**src/rtl/ft245_pkg.sv**
```systemverilog
// Shared types and timing defaults for the FT245 bus sequencer.
package ft245_pkg;

    typedef enum logic [2:0] {
        IDLE,
        RD_LOW,
        WR_SETUP,
        WR_PULSE,
        WR_HOLD,
        RECOVER
    } state_t;

    localparam logic GRANT_RD = 1'b0;
    localparam logic GRANT_WR = 1'b1;

    localparam int DEF_RD_LOW_CYC   = 6;
    localparam int DEF_WR_SETUP_CYC = 2;
    localparam int DEF_WR_HIGH_CYC  = 6;
    localparam int DEF_WR_HOLD_CYC  = 2;
    localparam int DEF_RECOV_CYC    = 4;

    // The counter counts down to zero, so a phase of N cycles loads N-1.
    function automatic logic [3:0] cnt_load(input int cyc);
        return 4'(cyc - 1);
    endfunction

endpackage

```
**src/rtl/ft_sync2.sv**
```systemverilog
// Two-flop synchronizer with asynchronous reset to a chosen value.
module ft_sync2 #(
    parameter int           W       = 1,
    parameter logic [W-1:0] RST_VAL = '0
) (
    input  logic         clk,
    input  logic         rst,
    input  logic [W-1:0] d,
    output logic [W-1:0] q
);

    logic [W-1:0] meta;

    always_ff @(posedge clk or posedge rst) begin
        if (rst) begin
            meta <= RST_VAL;
            q    <= RST_VAL;
        end else begin
            meta <= d;
            q    <= meta;
        end
    end

endmodule

```
**src/rtl/ft245_bus_ctrl.sv**
```systemverilog
// FT245 async FIFO bus sequencer: round-robin shares the half-duplex bus
// between an RX byte stream and a TX byte stream with programmable strobes.
module ft245_bus_ctrl
    import ft245_pkg::*;
#(
    parameter int RD_LOW_CYC   = DEF_RD_LOW_CYC,
    parameter int WR_SETUP_CYC = DEF_WR_SETUP_CYC,
    parameter int WR_HIGH_CYC  = DEF_WR_HIGH_CYC,
    parameter int WR_HOLD_CYC  = DEF_WR_HOLD_CYC,
    parameter int RECOV_CYC    = DEF_RECOV_CYC
) (
    input  logic       clk100,
    input  logic       rst,
    input  logic       ft_rxf_n,
    input  logic       ft_txe_n,
    input  logic       ft_pwr_n,
    input  logic [7:0] ft_data_in,
    output logic [7:0] ft_data_out,
    output logic [7:0] ft_data_oe,
    output logic       ft_rd_n,
    output logic       ft_wr,
    output logic [7:0] rx_data,
    output logic       rx_valid,
    input  logic       rx_ready,
    input  logic [7:0] tx_data,
    input  logic       tx_valid,
    output logic       tx_ready,
    output logic       link_up,
    output logic       busy
);

    state_t     state;
    logic [3:0] cnt;
    logic       last_grant;
    logic       tx_full;
    logic [7:0] tx_buf;
    logic       rxf_s, txe_s, pwr_s;
    logic       rd_req, wr_req, cnt_done;

    ft_sync2 #(.W(1), .RST_VAL(1'b1)) u_sync_rxf (.clk(clk100), .rst(rst), .d(ft_rxf_n), .q(rxf_s));
    ft_sync2 #(.W(1), .RST_VAL(1'b1)) u_sync_txe (.clk(clk100), .rst(rst), .d(ft_txe_n), .q(txe_s));
    ft_sync2 #(.W(1), .RST_VAL(1'b1)) u_sync_pwr (.clk(clk100), .rst(rst), .d(ft_pwr_n), .q(pwr_s));

    assign link_up  = ~pwr_s;
    assign busy     = (state != IDLE);
    assign tx_ready = ~tx_full;
    assign cnt_done = (cnt == 4'd0);

    // A pending rx byte blocks further reads, so the consumer can never be overrun.
    assign rd_req = ~rxf_s & ~rx_valid & link_up;
    assign wr_req = ~txe_s & tx_full & link_up;

    always_ff @(posedge clk100 or posedge rst) begin
        if (rst) begin
            state       <= IDLE;
            cnt         <= 4'd0;
            last_grant  <= GRANT_WR;
            tx_full     <= 1'b0;
            tx_buf      <= 8'h00;
            rx_data     <= 8'h00;
            rx_valid    <= 1'b0;
            ft_rd_n     <= 1'b1;
            ft_wr       <= 1'b0;
            ft_data_oe  <= 8'h00;
            ft_data_out <= 8'h00;
        end else begin
            if (rx_valid && rx_ready)
                rx_valid <= 1'b0;
            if (tx_valid && tx_ready) begin
                tx_buf  <= tx_data;
                tx_full <= 1'b1;
            end

            // Pin outputs are set on the edge that enters each phase.
            case (state)
                IDLE: begin
                    if (rd_req && (!wr_req || last_grant == GRANT_WR)) begin
                        state      <= RD_LOW;
                        cnt        <= cnt_load(RD_LOW_CYC);
                        last_grant <= GRANT_RD;
                        ft_rd_n    <= 1'b0;
                    end else if (wr_req) begin
                        state       <= WR_SETUP;
                        cnt         <= cnt_load(WR_SETUP_CYC);
                        last_grant  <= GRANT_WR;
                        ft_data_out <= tx_buf;
                        ft_data_oe  <= 8'hFF;
                    end
                end
                RD_LOW: begin
                    if (cnt_done) begin
                        rx_data  <= ft_data_in;
                        rx_valid <= 1'b1;
                        ft_rd_n  <= 1'b1;
                        state    <= RECOVER;
                        cnt      <= cnt_load(RECOV_CYC);
                    end else begin
                        cnt <= cnt - 4'd1;
                    end
                end
                WR_SETUP: begin
                    if (cnt_done) begin
                        ft_wr <= 1'b1;
                        state <= WR_PULSE;
                        cnt   <= cnt_load(WR_HIGH_CYC);
                    end else begin
                        cnt <= cnt - 4'd1;
                    end
                end
                WR_PULSE: begin
                    if (cnt_done) begin
                        ft_wr <= 1'b0;
                        state <= WR_HOLD;
                        cnt   <= cnt_load(WR_HOLD_CYC);
                    end else begin
                        cnt <= cnt - 4'd1;
                    end
                end
                WR_HOLD: begin
                    if (cnt_done) begin
                        ft_data_oe <= 8'h00;
                        tx_full    <= 1'b0;
                        state      <= RECOVER;
                        cnt        <= cnt_load(RECOV_CYC);
                    end else begin
                        cnt <= cnt - 4'd1;
                    end
                end
                RECOVER: begin
                    if (cnt_done)
                        state <= IDLE;
                    else
                        cnt <= cnt - 4'd1;
                end
                default: state <= IDLE;
            endcase
        end
    end

endmodule

```
**config.mk**
```make
export PLATFORM = sky130hd
export DESIGN_NAME = ft245_bus_ctrl
export DESIGN_NICKNAME = d
export VERILOG_FILES = /design/src/rtl/ft245_pkg.sv /design/src/rtl/ft_sync2.sv /design/src/rtl/ft245_bus_ctrl.sv
export SDC_FILE = /design/constraint.sdc
export NUM_CORES = 1
export LEC_CHECK = 0
export CAP_MARGIN = 40
export CORE_MARGIN = 2
export CORE_UTILIZATION = 55
export DETAILED_ROUTE_END_ITERATION = 12
export DONT_BUFFER_PORTS = 1
export PLACE_DENSITY_LB_ADDON = 0.05
export SKIP_CTS_REPAIR_TIMING = 1
export SLEW_MARGIN = 30
export SYNTH_ARGS = -nofsm -noshare
export SYNTH_HDL_FRONTEND = slang
export SYNTH_SLANG_ARGS = --single-unit
```
**constraint.sdc**
```tcl
create_clock -name clk100 -period 3.8 [get_ports clk100]
set_input_delay 0.57 -clock clk100 [delete_from_list [all_inputs] [get_ports clk100]]
set_output_delay 0.57 -clock clk100 [all_outputs]
set_load 0.01 [all_outputs]
```
==> reports/metrics.cfg <==
[setup_path]
worstPathArrival_ns = 2.26
critPathMaxFanout = 10
cp-end-kind = flip-flop
start_kind = flip-flop
cp.required_ns = 4.04
crit_type = reg2reg

[route]
avgRoutedWirePerCell_um = 15.8
via_per_inst = 5.69
drt_drc_violations_left = 0
ant_nets = 0
wl_mm = 3.14
drtPass1Iterations = 4
drt_iter0_markers = 42
vias = 1132

[place]
port_buffers = 0
routabilityCongestion = 0.785
dp_hpwl_mm = 2.24
dp_cells = 191

[global_route]
antenna_found_initial = 0
grt_pass1_wl_mm = 5.58
track_usage_pct = 17.7
overflow = 0
grt_pass1_vias = 1165
grt_max_degree = 44

[clocking]
htree_levels = 2
clk_pin_slew_worst_paths_ns = 0.12
insertion_delay_ns = 0.35
cts_buffers = 5
cts_tree = yes
root_buffer = clkbuf_4
clock-sinks = 43
clockBufferDepth = 2

[final_layout]
num-nets-final = 177
final-seq-area_um2 = 1090
final_cells = 199
final_common_cell = dfrtp_1
area_growth_pct = 1.02
final_layout_size_suffix_gt1_share_pct = 26.1
antenna_cells = 0
fill_cells = 292
multi_input_area_um2 = 741

[synth]
synth_cells = 158
ys_ff_latch = 43
synth.distinct_cells = 46
synth-seq-area-share_pct = 55.4
yosysWarnings = 0
netlist_area_um2 = 1960
synth-edff-count = 0
synthArstFlopShare_pct = 100
syn_nets = 183
avgSynthCellArea_um2 = 12.4
ys.flop_type = dfrtp_1

[power]
leakagePower_nw = 0.846
peakVddDrop_v = 0.000398
p_total_mw = 1.62
power_density_nw_per_um2 = 819

[floorplan]
start_util_pct = 57.8
io_pins = 53
dieArea_um2 = 4060
row_count = 21
fp.coreArea_um2 = 3390
die_y_um = 63.7
dieWidth_um = 63.7

[timing]
setup_viol = 0
fin_hold_ws_ns = 0.208
slew_viol_final = 0
timing.fmax_mhz = 494
max_slew_margin_pct = 51.1
period_share_pct = 53.3
worstMarginPinSlew_ns = 0.734
rsz0062_at_grt = false
clock_skew_ns = 0.0130
layout_min_cycle_time_ns = 2.03
fin_setup_tns_ns = 0
final_hold_viol_count = 0

[worst_hold_path]
hp-class = in2reg

[run]
max_cap_violations = 0

[outcome]
status = complete, no violations

## cells in the mapped netlist, types with 2 or more instances
cell type | number | area [um^2]
buf_2 | 3 | 15.0
nor2_1 | 8 | 30.0
clkbuf_1 | 3 | 11.3
a31oi_1 | 3 | 18.8
buf_4 | 7 | 52.6
nor3_1 | 3 | 15.0
nand2_1 | 7 | 26.3
ha_1 | 2 | 25.0
mux2_1 | 8 | 90.1
inv_1 | 8 | 30.0
a2bb2oi_1 | 2 | 17.5
o21ai_0 | 7 | 35.0
dfrtp_1 | 35 | 876
mux2_4 | 8 | 120
a21oi_1 | 8 | 40.0
nand2b_1 | 2 | 12.5
dfstp_2 | 8 | 210
mux2_2 | 8 | 90.1
## layout make-up
cell class,count,share of cell area (%)
well taps,46,2.91
flip-flops and latches,43,54.9
repair buffers,1,0.379
clock inverters,2,0.632
multi-input cells,92,37.4
inverters,9,1.71
clock buffers,6,2.09
## cells by family after synthesis
logic type	share of synthesized area (%)
simple gates	9.13
buf+inv	6.77
flops	55.4
xor+xnor	0.447
mux	15.8
compound gates	11.1
fa+ha+maj	1.28
## final timing paths
path	startpoint	to	slack, ns	depth (start not counted)
worst max-delay path	cnt[0]$_DFFE_PP0P_	rx_data[0]$_DFFE_PP0P_	1.77	6
worst min-delay path	ft_pwr_n	u_sync_pwr.meta$_DFF_PP1_	0.21	0
worst max register to register	cnt[0]$_DFFE_PP0P_	rx_data[0]$_DFFE_PP0P_	1.77	6
worst min register to register	u_sync_txe.meta$_DFF_PP1_	u_sync_txe.q$_DFF_PP1_	0.36	0
max in group asynchronous	rst	u_sync_txe.meta$_DFF_PP1_	3.18	2
min in group asynchronous	rst	tx_full$_DFF_PP0_	0.24	2
## stage by stage
stage | worst slack, ns | util [%] | instance area [um^2]
after global routing | 1.57 | 58.4 | 1980
after CTS | 1.75 | 58.4 | 1980
after global placement | 1.85 | 56.8 | 1930
final | 1.77 | 58.4 | 1980
after detailed placement | 1.78 | 56.8 | 1930
after floorplan | 2.11 | - | 1960
## critical path, stage by stage (launching register included)
cell	delay (ns)
dfrtp_1	0.44
inv_1	0.16
ha_1	0.21
nand2_2	0.15
nor2_2	0.16
nand3b_1	0.36
mux2_1	0.45
## per-layer routing
metal	vias up	part of all wire (%)	global-route usage, %
met5	-	0	0
met4	0	1.5	4.89
met3	5	5.5	6.43
met2	33	49	27.6
met1	558	44	23.5
li1	536	-	-
## registers in the layout, summed over array words and instances, names as in the netlist
signal / count
ft_data_oe: 1
last_grant: 1
rx_data: 8
u_sync_txe.meta: 1
ft_data_out: 8
u_sync_pwr.meta: 1
ft_rd_n: 1
u_sync_rxf.q: 1
ft_wr: 1
rx_valid: 1
tx_buf: 8
u_sync_pwr.q: 1
state: 3
tx_full: 1
cnt: 4
u_sync_txe.q: 1
u_sync_rxf.meta: 1
## power by group
group          switching [mW]  internal, mW
sequential              0.244         0.652
combinational           0.241         0.271
clock                   0.140        0.0715
Note: power is estimated with default switching activity, not from simulation.
